==> config.mk <==
export PLATFORM = sky130hd
export DESIGN_NAME = des_fp_serializer_flat
export DESIGN_NICKNAME = d
export VERILOG_FILES = /design/src/rtl/des_fp_serializer_pkg.sv /design/src/rtl/des_fp_serializer_if.sv /design/src/rtl/des_fp_serializer_fp.sv /design/src/rtl/des_fp_serializer.sv /design/src/flat_wrapper.sv
export SDC_FILE = /design/constraint.sdc
export NUM_CORES = 1
export LEC_CHECK = 0
export ABC_AREA = 1
export CORE_MARGIN = 2
export CORE_UTILIZATION = 40
export DETAILED_ROUTE_END_ITERATION = 10
export GPL_TIMING_DRIVEN = 0
export PLACE_DENSITY = 0.68
export SLEW_MARGIN = 25
export SYNTH_ARGS = -nofsm -noshare
export SYNTH_HDL_FRONTEND = slang
export SYNTH_SLANG_ARGS = --single-unit
==> constraint.sdc <==
create_clock -name clk -period 4.7 [get_ports clk]
set_clock_uncertainty 0.05 [all_clocks]
set_input_delay 0.705 -clock clk [delete_from_list [all_inputs] [get_ports clk]]
set_output_delay 0.705 -clock clk [all_outputs]
set_load 0.02 [all_outputs]
==> src/rtl/des_fp_serializer_pkg.sv <==
// Shared types and constants for the DES output stage: block/half types,
// the inverse initial permutation table and the serializer state encoding.
package des_fp_serializer_pkg;

    localparam int BLOCK_W = 64;
    localparam int HALF_W  = 32;

    // DES bit numbering: bit 1 is the MSB, so DES bit n lives at index n of these types
    // only by name; the MSB sits at the highest index.
    typedef logic [BLOCK_W:1] des_block_t;
    typedef logic [HALF_W:1]  des_half_t;

    // Inverse initial permutation: output DES bit i takes pre-output DES bit FP[i].
    localparam int FP [1:64] = '{
        40,  8, 48, 16, 56, 24, 64, 32,
        39,  7, 47, 15, 55, 23, 63, 31,
        38,  6, 46, 14, 54, 22, 62, 30,
        37,  5, 45, 13, 53, 21, 61, 29,
        36,  4, 44, 12, 52, 20, 60, 28,
        35,  3, 43, 11, 51, 19, 59, 27,
        34,  2, 42, 10, 50, 18, 58, 26,
        33,  1, 41,  9, 49, 17, 57, 25
    };

    // Serializer states: nothing loaded, or a block sitting in the shift register.
    typedef enum logic {
        IDLE = 1'b0,
        SEND = 1'b1
    } state_t;

    // Converts a DES bit number (1 = MSB) into the vector index of a des_block_t.
    function automatic int des_index(input int des_bit);
        return BLOCK_W + 1 - des_bit;
    endfunction

endpackage

==> src/rtl/des_fp_serializer_if.sv <==
// Bus bundle for the DES output stage: the round-engine handshake on the
// input side and the beat stream on the output side.
interface des_fp_serializer_if
    import des_fp_serializer_pkg::*;
#(
    parameter int BEAT_W = 8
);

    logic              in_valid;
    logic              in_ready;
    des_half_t         in_l;
    des_half_t         in_r;
    logic              tx_valid;
    logic              tx_ready;
    logic [BEAT_W-1:0] tx_data;
    logic              tx_last;
    logic              busy;

    // The side that produces halves and consumes beats.
    modport master (
        output in_valid,
        output in_l,
        output in_r,
        output tx_ready,
        input  in_ready,
        input  tx_valid,
        input  tx_data,
        input  tx_last,
        input  busy
    );

    // The serializer itself.
    modport slave (
        input  in_valid,
        input  in_l,
        input  in_r,
        input  tx_ready,
        output in_ready,
        output tx_valid,
        output tx_data,
        output tx_last,
        output busy
    );

endinterface

==> src/rtl/des_fp_serializer_fp.sv <==
// Combinational final swap plus inverse initial permutation (IP^-1).
// Uses the same DES bit numbering as the input-side initial permutation.
module des_fp_serializer_fp
    import des_fp_serializer_pkg::*;
(
    input  des_half_t  l16,
    input  des_half_t  r16,
    output des_block_t block_out
);

    des_block_t preout;

    // The final swap puts R16 in DES bits 1..32 and L16 in bits 33..64.
    assign preout = {r16, l16};

    // Pure wiring: each output bit picks one pre-output bit through the FP table.
    for (genvar i = 1; i <= BLOCK_W; i++) begin : g_fp_bit
        assign block_out[des_index(i)] = preout[des_index(FP[i])];
    end

endmodule

==> src/rtl/des_fp_serializer.sv <==
// DES output stage: permutes each accepted L16/R16 pair into the final
// 64-bit result, queues it in a small FIFO and streams it out MSB-first
// in BEAT_W-bit beats with a valid/ready handshake.
module des_fp_serializer
    import des_fp_serializer_pkg::*;
#(
    parameter int BEAT_W = 8,
    parameter int DEPTH  = 2
) (
    input  logic               clk,
    input  logic               rst_n,
    des_fp_serializer_if.slave bus
);

    localparam int BEATS      = BLOCK_W / BEAT_W;
    localparam int PTR_W      = (DEPTH > 1) ? $clog2(DEPTH) : 1;
    localparam int CNT_W      = PTR_W + 1;
    localparam int BEAT_CNT_W = (BEATS > 1) ? $clog2(BEATS) : 1;

    if ((BLOCK_W % BEAT_W) != 0) begin : g_beat_w_check
        $error("des_fp_serializer: BEAT_W must divide 64");
    end

    if ((DEPTH < 2) || ((DEPTH & (DEPTH - 1)) != 0)) begin : g_depth_check
        $error("des_fp_serializer: DEPTH must be a power of 2 and at least 2");
    end

    // Result FIFO storage and bookkeeping.
    des_block_t             mem [DEPTH];
    logic [PTR_W-1:0]       wr_ptr;
    logic [PTR_W-1:0]       rd_ptr;
    logic [CNT_W-1:0]       count;
    logic                   fifo_empty;
    logic                   fifo_full;
    logic                   push;
    logic                   pop;

    // Serializer datapath.
    des_block_t             fp_word;
    des_block_t             shift_q;
    logic [BEAT_CNT_W-1:0]  beat_q;
    logic                   last_beat;
    logic                   advance;
    state_t                 state_q;
    state_t                 state_d;

    des_fp_serializer_fp u_fp (
        .l16       (bus.in_l),
        .r16       (bus.in_r),
        .block_out (fp_word)
    );

    assign fifo_empty   = (count == '0);
    assign fifo_full    = (count == CNT_W'(DEPTH));
    assign bus.in_ready = !fifo_full;
    assign push         = bus.in_valid && !fifo_full;
    assign last_beat    = (beat_q == BEAT_CNT_W'(BEATS - 1));

    // Write the permuted word into the FIFO on every accepted push.
    always_ff @(posedge clk) begin
        if (push) begin
            mem[wr_ptr] <= fp_word;
        end
    end

    // FIFO pointers and occupancy; push and pop may coincide at any fill level.
    always_ff @(posedge clk) begin
        if (!rst_n) begin
            wr_ptr <= '0;
            rd_ptr <= '0;
            count  <= '0;
        end else begin
            if (push) begin
                wr_ptr <= wr_ptr + PTR_W'(1);
            end
            if (pop) begin
                rd_ptr <= rd_ptr + PTR_W'(1);
            end
            case ({push, pop})
                2'b10:   count <= count + CNT_W'(1);
                2'b01:   count <= count - CNT_W'(1);
                default: count <= count;
            endcase
        end
    end

    // Serializer state register.
    always_ff @(posedge clk) begin
        if (!rst_n) begin
            state_q <= IDLE;
        end else begin
            state_q <= state_d;
        end
    end

    // Shift register and beat index: load on pop, otherwise step one beat per accepted transfer.
    always_ff @(posedge clk) begin
        if (!rst_n) begin
            shift_q <= '0;
            beat_q  <= '0;
        end else if (pop) begin
            shift_q <= mem[rd_ptr];
            beat_q  <= '0;
        end else if (advance) begin
            shift_q <= shift_q << BEAT_W;
            beat_q  <= beat_q + BEAT_CNT_W'(1);
        end
    end

    // Next state, FIFO pop and beat advance, plus the beat-side outputs.
    always_comb begin
        state_d      = state_q;
        pop          = 1'b0;
        advance      = 1'b0;
        bus.tx_valid = 1'b0;
        bus.tx_data  = '0;
        bus.tx_last  = 1'b0;
        bus.busy     = !fifo_empty;

        case (state_q)
            IDLE: begin
                if (!fifo_empty) begin
                    pop     = 1'b1;
                    state_d = SEND;
                end
            end
            SEND: begin
                bus.tx_valid = 1'b1;
                bus.tx_data  = shift_q[BLOCK_W -: BEAT_W];
                bus.tx_last  = last_beat;
                bus.busy     = 1'b1;
                if (bus.tx_ready) begin
                    if (!last_beat) begin
                        advance = 1'b1;
                    end else if (!fifo_empty) begin
                        pop = 1'b1;
                    end else begin
                        state_d = IDLE;
                    end
                end
            end
            default: begin
                state_d = IDLE;
            end
        endcase
    end

endmodule

==> src/flat_wrapper.sv <==
// flat-port wrapper written by rule: the top's interface ports become plain ports
module des_fp_serializer_flat import des_fp_serializer_pkg::*;
#(
    parameter int BEAT_W = 8,
    parameter int DEPTH  = 2
)
  (clk, rst_n, bus_in_valid, bus_in_l, bus_in_r, bus_tx_ready, bus_in_ready, bus_tx_valid, bus_tx_data, bus_tx_last, bus_busy);
  des_fp_serializer_if #(.BEAT_W(BEAT_W)) bus_i ();
  input  logic clk;
  input  logic rst_n;
  input wire logic [$bits(bus_i.in_valid)-1:0] bus_in_valid;
  input wire logic [$bits(bus_i.in_l)-1:0] bus_in_l;
  input wire logic [$bits(bus_i.in_r)-1:0] bus_in_r;
  input wire logic [$bits(bus_i.tx_ready)-1:0] bus_tx_ready;
  output wire logic [$bits(bus_i.in_ready)-1:0] bus_in_ready;
  output wire logic [$bits(bus_i.tx_valid)-1:0] bus_tx_valid;
  output wire logic [$bits(bus_i.tx_data)-1:0] bus_tx_data;
  output wire logic [$bits(bus_i.tx_last)-1:0] bus_tx_last;
  output wire logic [$bits(bus_i.busy)-1:0] bus_busy;
  assign bus_i.in_valid = bus_in_valid;
  assign bus_i.in_l = bus_in_l;
  assign bus_i.in_r = bus_in_r;
  assign bus_i.tx_ready = bus_tx_ready;
  assign bus_in_ready = bus_i.in_ready;
  assign bus_tx_valid = bus_i.tx_valid;
  assign bus_tx_data = bus_i.tx_data;
  assign bus_tx_last = bus_i.tx_last;
  assign bus_busy = bus_i.busy;
  des_fp_serializer #(.BEAT_W(BEAT_W), .DEPTH(DEPTH)) u_core (.clk(clk), .rst_n(rst_n), .bus(bus_i));
endmodule
==> flow_metrics.tcl, run 1 <==
set metrics [dict create \
    post-dp-hpwl_microns 13700 \
    worst_pin_slew_ns 0.7322 \
    ir_worst_vdd_mv 0.3193 \
    core-area_sq_um 21760 \
    hold_slack_ns 0.4324 \
    worstPathRequired_ns 3.94 \
    wl_per_cell_microns 14.05 \
    gp_congestion 0.8380 \
    grt_pass1_vias 6705 \
    path_clk_slew_ns 0.06 \
    ant_nets 0 \
    synth_compound_area_share_pct 3.982 \
    synthCells 1002 \
    status "finished clean" \
    diodes 0 \
    netlist_area_sq_um 8830 \
    synthDistinctLibCells 23 \
    cts-buffers-inserted 22 \
    synth_top_family_by_area "simple AND/OR/NAND/NOR gates" \
    drv_cap 0 \
    port_buffers 79 \
    dieHeight_microns 152.6 \
    post_synth_and_or_nand_nor_area_fraction_pct 25.76 \
    die_x_microns 152.6 \
    crit_path_end_kind "primary output" \
    cts_resized 0 \
    synth_top_area_share_pct 43.53 \
    hold_class "reg -> reg" \
    synth-xor-area-share_pct 0.1984 \
    p_per_area_nw_per_um2 597.3 \
    first_pass_iters 7 \
    finalWirelength_microns 19740 \
    ys_seq_area_share_pct 60.08 \
    clockRootBuffer "clkbuf_16" \
    finalSetupViolCount 0 \
    syn_nets 1073 \
    critical_path.max_fanout 10 \
    synth_top_cell_by_area "edfxtp_1" \
    slew_violations 0 \
    leakage_nw 4.735 \
    die_area_sq_um 23280 \
    muxShareOfSynthArea_pct 0 \
    overflow 0 \
    hold_viol 0 \
    dr_total_vias 6819 \
    ys_top_cells_by_area "edfxtp_1, dfxtp_1, nand2_1" \
    htreeDepth 1 \
    async_flop_share_pct 0 \
    cts_tree "done" \
    rows 54 \
    clock-sinks 201 \
    pin_count 80 \
    via_per_inst 4.853 \
    grt_usage_pct 16.65 \
    fmax_ghz 0.3075 \
    nNetsFinal 1180 \
    cts.path.max_buffers 3 \
    avgSynthCellArea_sq_um 8.812 \
    maxSlewHeadroom_pct 51.07 \
    layout-drive-gt1-share_pct 7.644 \
    insertion_delay_ns 0.50 \
    criticalPathCategory "reg -> out" \
    post_cts_buffers 0 \
    dpl-instance-area_sq_um 10080 \
    yosysWarnings 0 \
    final_area_sq_um 10760 \
    fin_crit_sh_pct 69.19 \
    holdBufCountCts 0 \
    synth-edff-count 128 \
    finalCriticalPeriod_ns 3.252 \
    synth_fa_ha_area_share_pct 0.4251 \
    ys.flop_type "edfxtp_1" \
    worst_ep_arrival_time_ns 2.50 \
    layout_commonest_cell "nand2_1" \
    antenna_found_initial 0 \
    mostFrequentLayoutCells "nand2_1, edfxtp_1, inv_1, nand3_1, clkdlybuf4s50_1" \
    ys_ff_latch 201 \
    grt_max_degree 24 \
    grt_first_pass_wirelength_microns 32200 \
    initial_utilization_pct 40.59 \
    syn_to_final_growth_pct 21.81 \
    start_kind "flop" \
    drt-initial-drc-count 519 \
    fillerInstances 2084 \
    drcViolationCount 0 \
    rsz0062_at_grt "false" \
]
==> logic make-up after synthesis <==
family | after synthesis
simple gates | 522
compound gates | 70
fa+ha+maj | 3
xor+xnor | 2
flops | 201
buf+inv | 204
==> critical path, cell delays in order, from the launching register on <==
cell             delay (ns)
dfxtp_1                0.37
buf_4                  0.16
buf_2                  0.22
clkbuf_1               0.42
nand2_1                0.15
inv_1                  0.07
clkdlybuf4s50_1        0.60
==> sequential cells by signal, indices dropped and copies added, names as in the netlist, named ones only <==
| signal | flops |
|---|---|
| u_core.rd_ptr | 1 |
| u_core.beat_q | 3 |
| u_core.count | 2 |
| u_core.wr_ptr | 1 |
| u_core.mem | 128 |
| u_core.shift_q | 64 |
| u_core.state_q | 1 |
==> power breakdown <==
part           internal [mW]  switching (mW)
Clock                  0.946           0.671
Combinational          0.806            1.44
Sequential              2.36           0.206
==> cell type report <==
type | instances | area, sq um | share of cell area [%]
timing repair buffer | 83 | 885.9 | 8.236
clock inverter | 5 | 23.77 | 0.2210
clock buffer | 35 | 650.6 | 6.049
sequential | 201 | 5305 | 49.33
inverter | 132 | 495.5 | 4.607
tap | 280 | 350.3 | 3.257
multi-input combinational | 597 | 2696 | 25.07
buffer | 72 | 347.8 | 3.234
==> path summary, 6_finish.rpt <==
check	startpoint	end	slack [ns]	depth (start not counted)
max	u_core.state_q	bus_tx_last	1.45	6
min	u_core.shift_q[5]	u_core.shift_q[5]	0.43	2
max reg2reg	u_core.beat_q[0]	u_core.count[1]	2.36	12
min reg2reg	u_core.shift_q[5]	u_core.shift_q[5]	0.43	2
==> per-stage QoR <==
stage / TNS, ns / cells / worst slack, ns / power [mW] / utilization [%]
6_report: 0 / 1405 / 1.448 / 6.424 / 49.44
2_1_floorplan: 0 / 1002 / 0.6578 / 4.142 / -
3_5_place_dp: 0 / 1365 / 1.863 / 4.831 / 46.34
5_1_grt: 0 / 1405 / 1.288 / 6.853 / 49.44
4_1_cts: 0 / 1405 / 1.422 / 6.449 / 49.44
3_3_place_gp: -182.92 / 1361 / -1.435 / 4.765 / 45.83
==> Yosys cell counts (5+ instances only) <==
library cell / instances
nand4_1: 56
edfxtp_1: 128
buf_1: 5
inv_1: 127
nor2_1: 7
dfxtp_1: 73
a21oi_1: 66
clkbuf_1: 26
nand2_1: 329
nand3_1: 122
buf_4: 8
inv_2: 5
buf_2: 32
==> per-layer routing <==
metal / global-route usage [%] / wire length, microns
met2: 29.58 / 9858
met3: 2.418 / 769
met4: 4.365 / 412
met1: 21.34 / 8702
met5: 0 / 0
Power figures use the tool's default switching activity.
==> inputs of run 2 (changes only) <==
--- a/config.mk
+++ b/config.mk
@@ -10,7 +10,7 @@
 export CORE_UTILIZATION = 40
 export DETAILED_ROUTE_END_ITERATION = 10
 export GPL_TIMING_DRIVEN = 0
-export PLACE_DENSITY = 0.68
+export PLACE_DENSITY = 0.7
 export SLEW_MARGIN = 25
 export SYNTH_ARGS = -nofsm -noshare
 export SYNTH_HDL_FRONTEND = slang
==> constraint.sdc (replaced) <==
create_clock -name clk -period 2.83 [get_ports clk]
set_clock_uncertainty 0.05 [all_clocks]
set_input_delay 0.4245 -clock clk [delete_from_list [all_inputs] [get_ports clk]]
set_output_delay 0.4245 -clock clk [all_outputs]
set_load 0.02 [all_outputs]
==> run 2 against run 1 <==
Total power up 65%. Critical endpoint unchanged. Final cell count down 0.28%. Combinational power up 67%. Flip-flop and latch count unchanged. Global-route usage about the same. Critical path type unchanged. Sequential share of layout area about the same. Worst setup slack worse by 1.3 ns.
==> flow_metrics.tcl, run 2 (same netlist as run 1, synthesis figures left out) <==
set metrics [dict create \
    status "finished clean" \
    crit_buf_inv 4 \
    overflow 0 \
    hold_viol 0 \
    power_frac_seq_pct 40.2 \
    ant_nets 0 \
    first_pass_iters 5 \
    die_x_microns 152.6 \
    dieHeight_microns 152.6 \
    antenna_found_initial 0 \
    slew_violations 0 \
    rsz0062_at_grt "false" \
    crit_path_end_kind "primary output" \
    critPathSlowestCell "clkdlybuf4s50_1" \
    finalWirelength_microns 19540 \
    dpl_worst_slack_ns 0.2831 \
    nNetsFinal 1178 \
    drcViolationCount 0 \
    r2r_slack_ns 0.53 \
    cts-buffers-inserted 21 \
    ir_worst_vdd_mv 0.5205 \
    fmax_ghz 0.3724 \
    switchingPower_mw 3.832 \
    worstHoldEndpoint "u_core.shift_q[1]" \
    stdcell_count 1401 \
    grt_max_degree 24 \
    largestRegisters "u_core.mem x128, u_core.shift_q x64, u_core.beat_q x3" \
    drv_cap 0 \
    start_kind "flop" \
    dpl-instance-area_sq_um 10120 \
    final_area_sq_um 10760 \
    pin_count 80 \
    path_clk_slew_ns 0.06 \
    p_per_area_nw_per_um2 983.9 \
    insertion_delay_ns 0.49 \
    r2r-start "u_core.beat_q[0]" \
    clock-sinks 201 \
    fin_crit_sh_pct 94.88 \
    gp_congestion 0.8492 \
    wl_per_cell_microns 13.94 \
    reg2regPathDepth 12 \
    dp.cells 1366 \
    fin_ws_ns 0.1449 \
    grt_first_pass_wirelength_microns 32270 \
    htreeDepth 1 \
    clockRootBuffer "clkbuf_16" \
    rows 54 \
    via_per_inst 4.889 \
    grt_pass1_vias 6785 \
    initial_utilization_pct 40.59 \
    pwr-share-comb_pct 35.4 \
    r2r-end "u_core.count[1]" \
    drt-initial-drc-count 477 \
    layout-drive-gt1-share_pct 7.850 \
    hold_class "reg -> reg" \
    maxSlewHeadroom_pct 52.81 \
    cts_tree "done" \
    worst_ep_arrival_time_ns 2.21 \
    cp_cell_sequence "buf_4 > buf_2 > nand2_1 > inv_1 > clkdlybuf4s50_1" \
    finalCriticalPeriod_ns 2.685 \
    max_stage_delay_ns 0.59 \
    whs_path_depth 2 \
    port_buffers 79 \
    worstHoldStart "u_core.shift_q[1]" \
    finalSetupViolCount 0 \
    layout_commonest_cell "nand2_1" \
    mostFrequentLayoutCells "nand2_1, edfxtp_1, inv_1, nand3_1, clkdlybuf4s50_1" \
    largest_reg_flops 128 \
    die_area_sq_um 23280 \
    power.total_mw 10.58 \
    worstPathRequired_ns 2.36 \
    grt_usage_pct 16.61 \
    swShare_pct 36.21 \
    diodes 0 \
    holdBufCountCts 0 \
    syn_to_final_growth_pct 21.84 \
    cts.path.max_buffers 3 \
    leakage_nw 4.718 \
    post-dp-hpwl_microns 13610 \
    intPower_mw 6.752 \
    p_clk_share_pct 24.4 \
    dr_total_vias 6849 \
    criticalPathCategory "reg -> out" \
    largest_register "u_core.mem" \
    tns_ns 0 \
    critical_path.max_fanout 19 \
    worst_pin_slew_ns 0.7062 \
    core-area_sq_um 21760 \
    critPathTopFamily "buffers and inverters" \
]
-- run 2: changes by cell type in the layout (fill, tap and decap cells not counted), sizes merged --
cell,before,now
clkinv,5,3
clkbuf,61,55
clkinvlp,0,4
-- run 2: worst max path at each step --
stage                                from                 to  slack (ns)  cells after the start
after floorplan           u_core.count[0]   u_core.mem[1][0]       -0.09                      4
after global placement       bus_in_valid  u_core.mem[1][38]       -1.36                      3
after detailed placement     bus_tx_ready    u_core.count[1]        0.28                     11
after CTS                 u_core.count[1]           bus_busy        0.06                      6
after global routing       u_core.state_q        bus_tx_last        0.02                      5
final                      u_core.state_q        bus_tx_last        0.14                      5
-- run 2: cell type report --
cell class,count,area (sq um)
tap,280,350.3
clock inverter,7,48.80
timing repair buffer,84,920.9
clock buffer,30,599.3
sequential,201,5305
fill,2045,11000
inverter,132,495.5
multi-input combinational,597,2696
buffer,70,341.6
-- run 2: what timing repair did --
item                                    CTS  global route
pin swaps                                 0             0
endpoints found under the setup margin   10             1
setup buffers                             0             0
gates resized for setup                   1             0
cloned                                    0             0
-- run 2: through the flow --
step	hold WS (ns)	utilization, %
3_5_place_dp	0.4244	46.50
5_1_grt	0.4521	49.45
2_1_floorplan	0.4073	-
6_report	0.4328	49.45
4_1_cts	0.4312	49.47
3_3_place_gp	0.4204	45.85
-- run 2: layer usage --
metal	share of wire, %	vias up	track usage (%)
li1	-	3493	-
met3	4.8	37	2.560
met5	0	-	0
met1	44	3157	21.29
met2	49	162	29.00
met4	2.3	0	5.159
-- run 2: worst reg2reg max path, delay by kind of cell (launching register included) --
kind          cells  cell delay, ns
flops             1            0.32
simple gates      7            0.78
fa+ha+maj         3            0.76
buf+inv           2            0.27
-- run 2: power groups by stage --
stage / combinational [mW] / clock, mW / sequential [mW]
3_3_place_gp: 3.57 / 0 / 4.32
6_report: 3.74 / 2.58 / 4.26
2_1_floorplan: 2.64 / 0 / 4.23
5_1_grt: 4.24 / 2.73 / 4.33
3_5_place_dp: 3.75 / 0 / 4.30
4_1_cts: 3.77 / 2.63 / 4.25
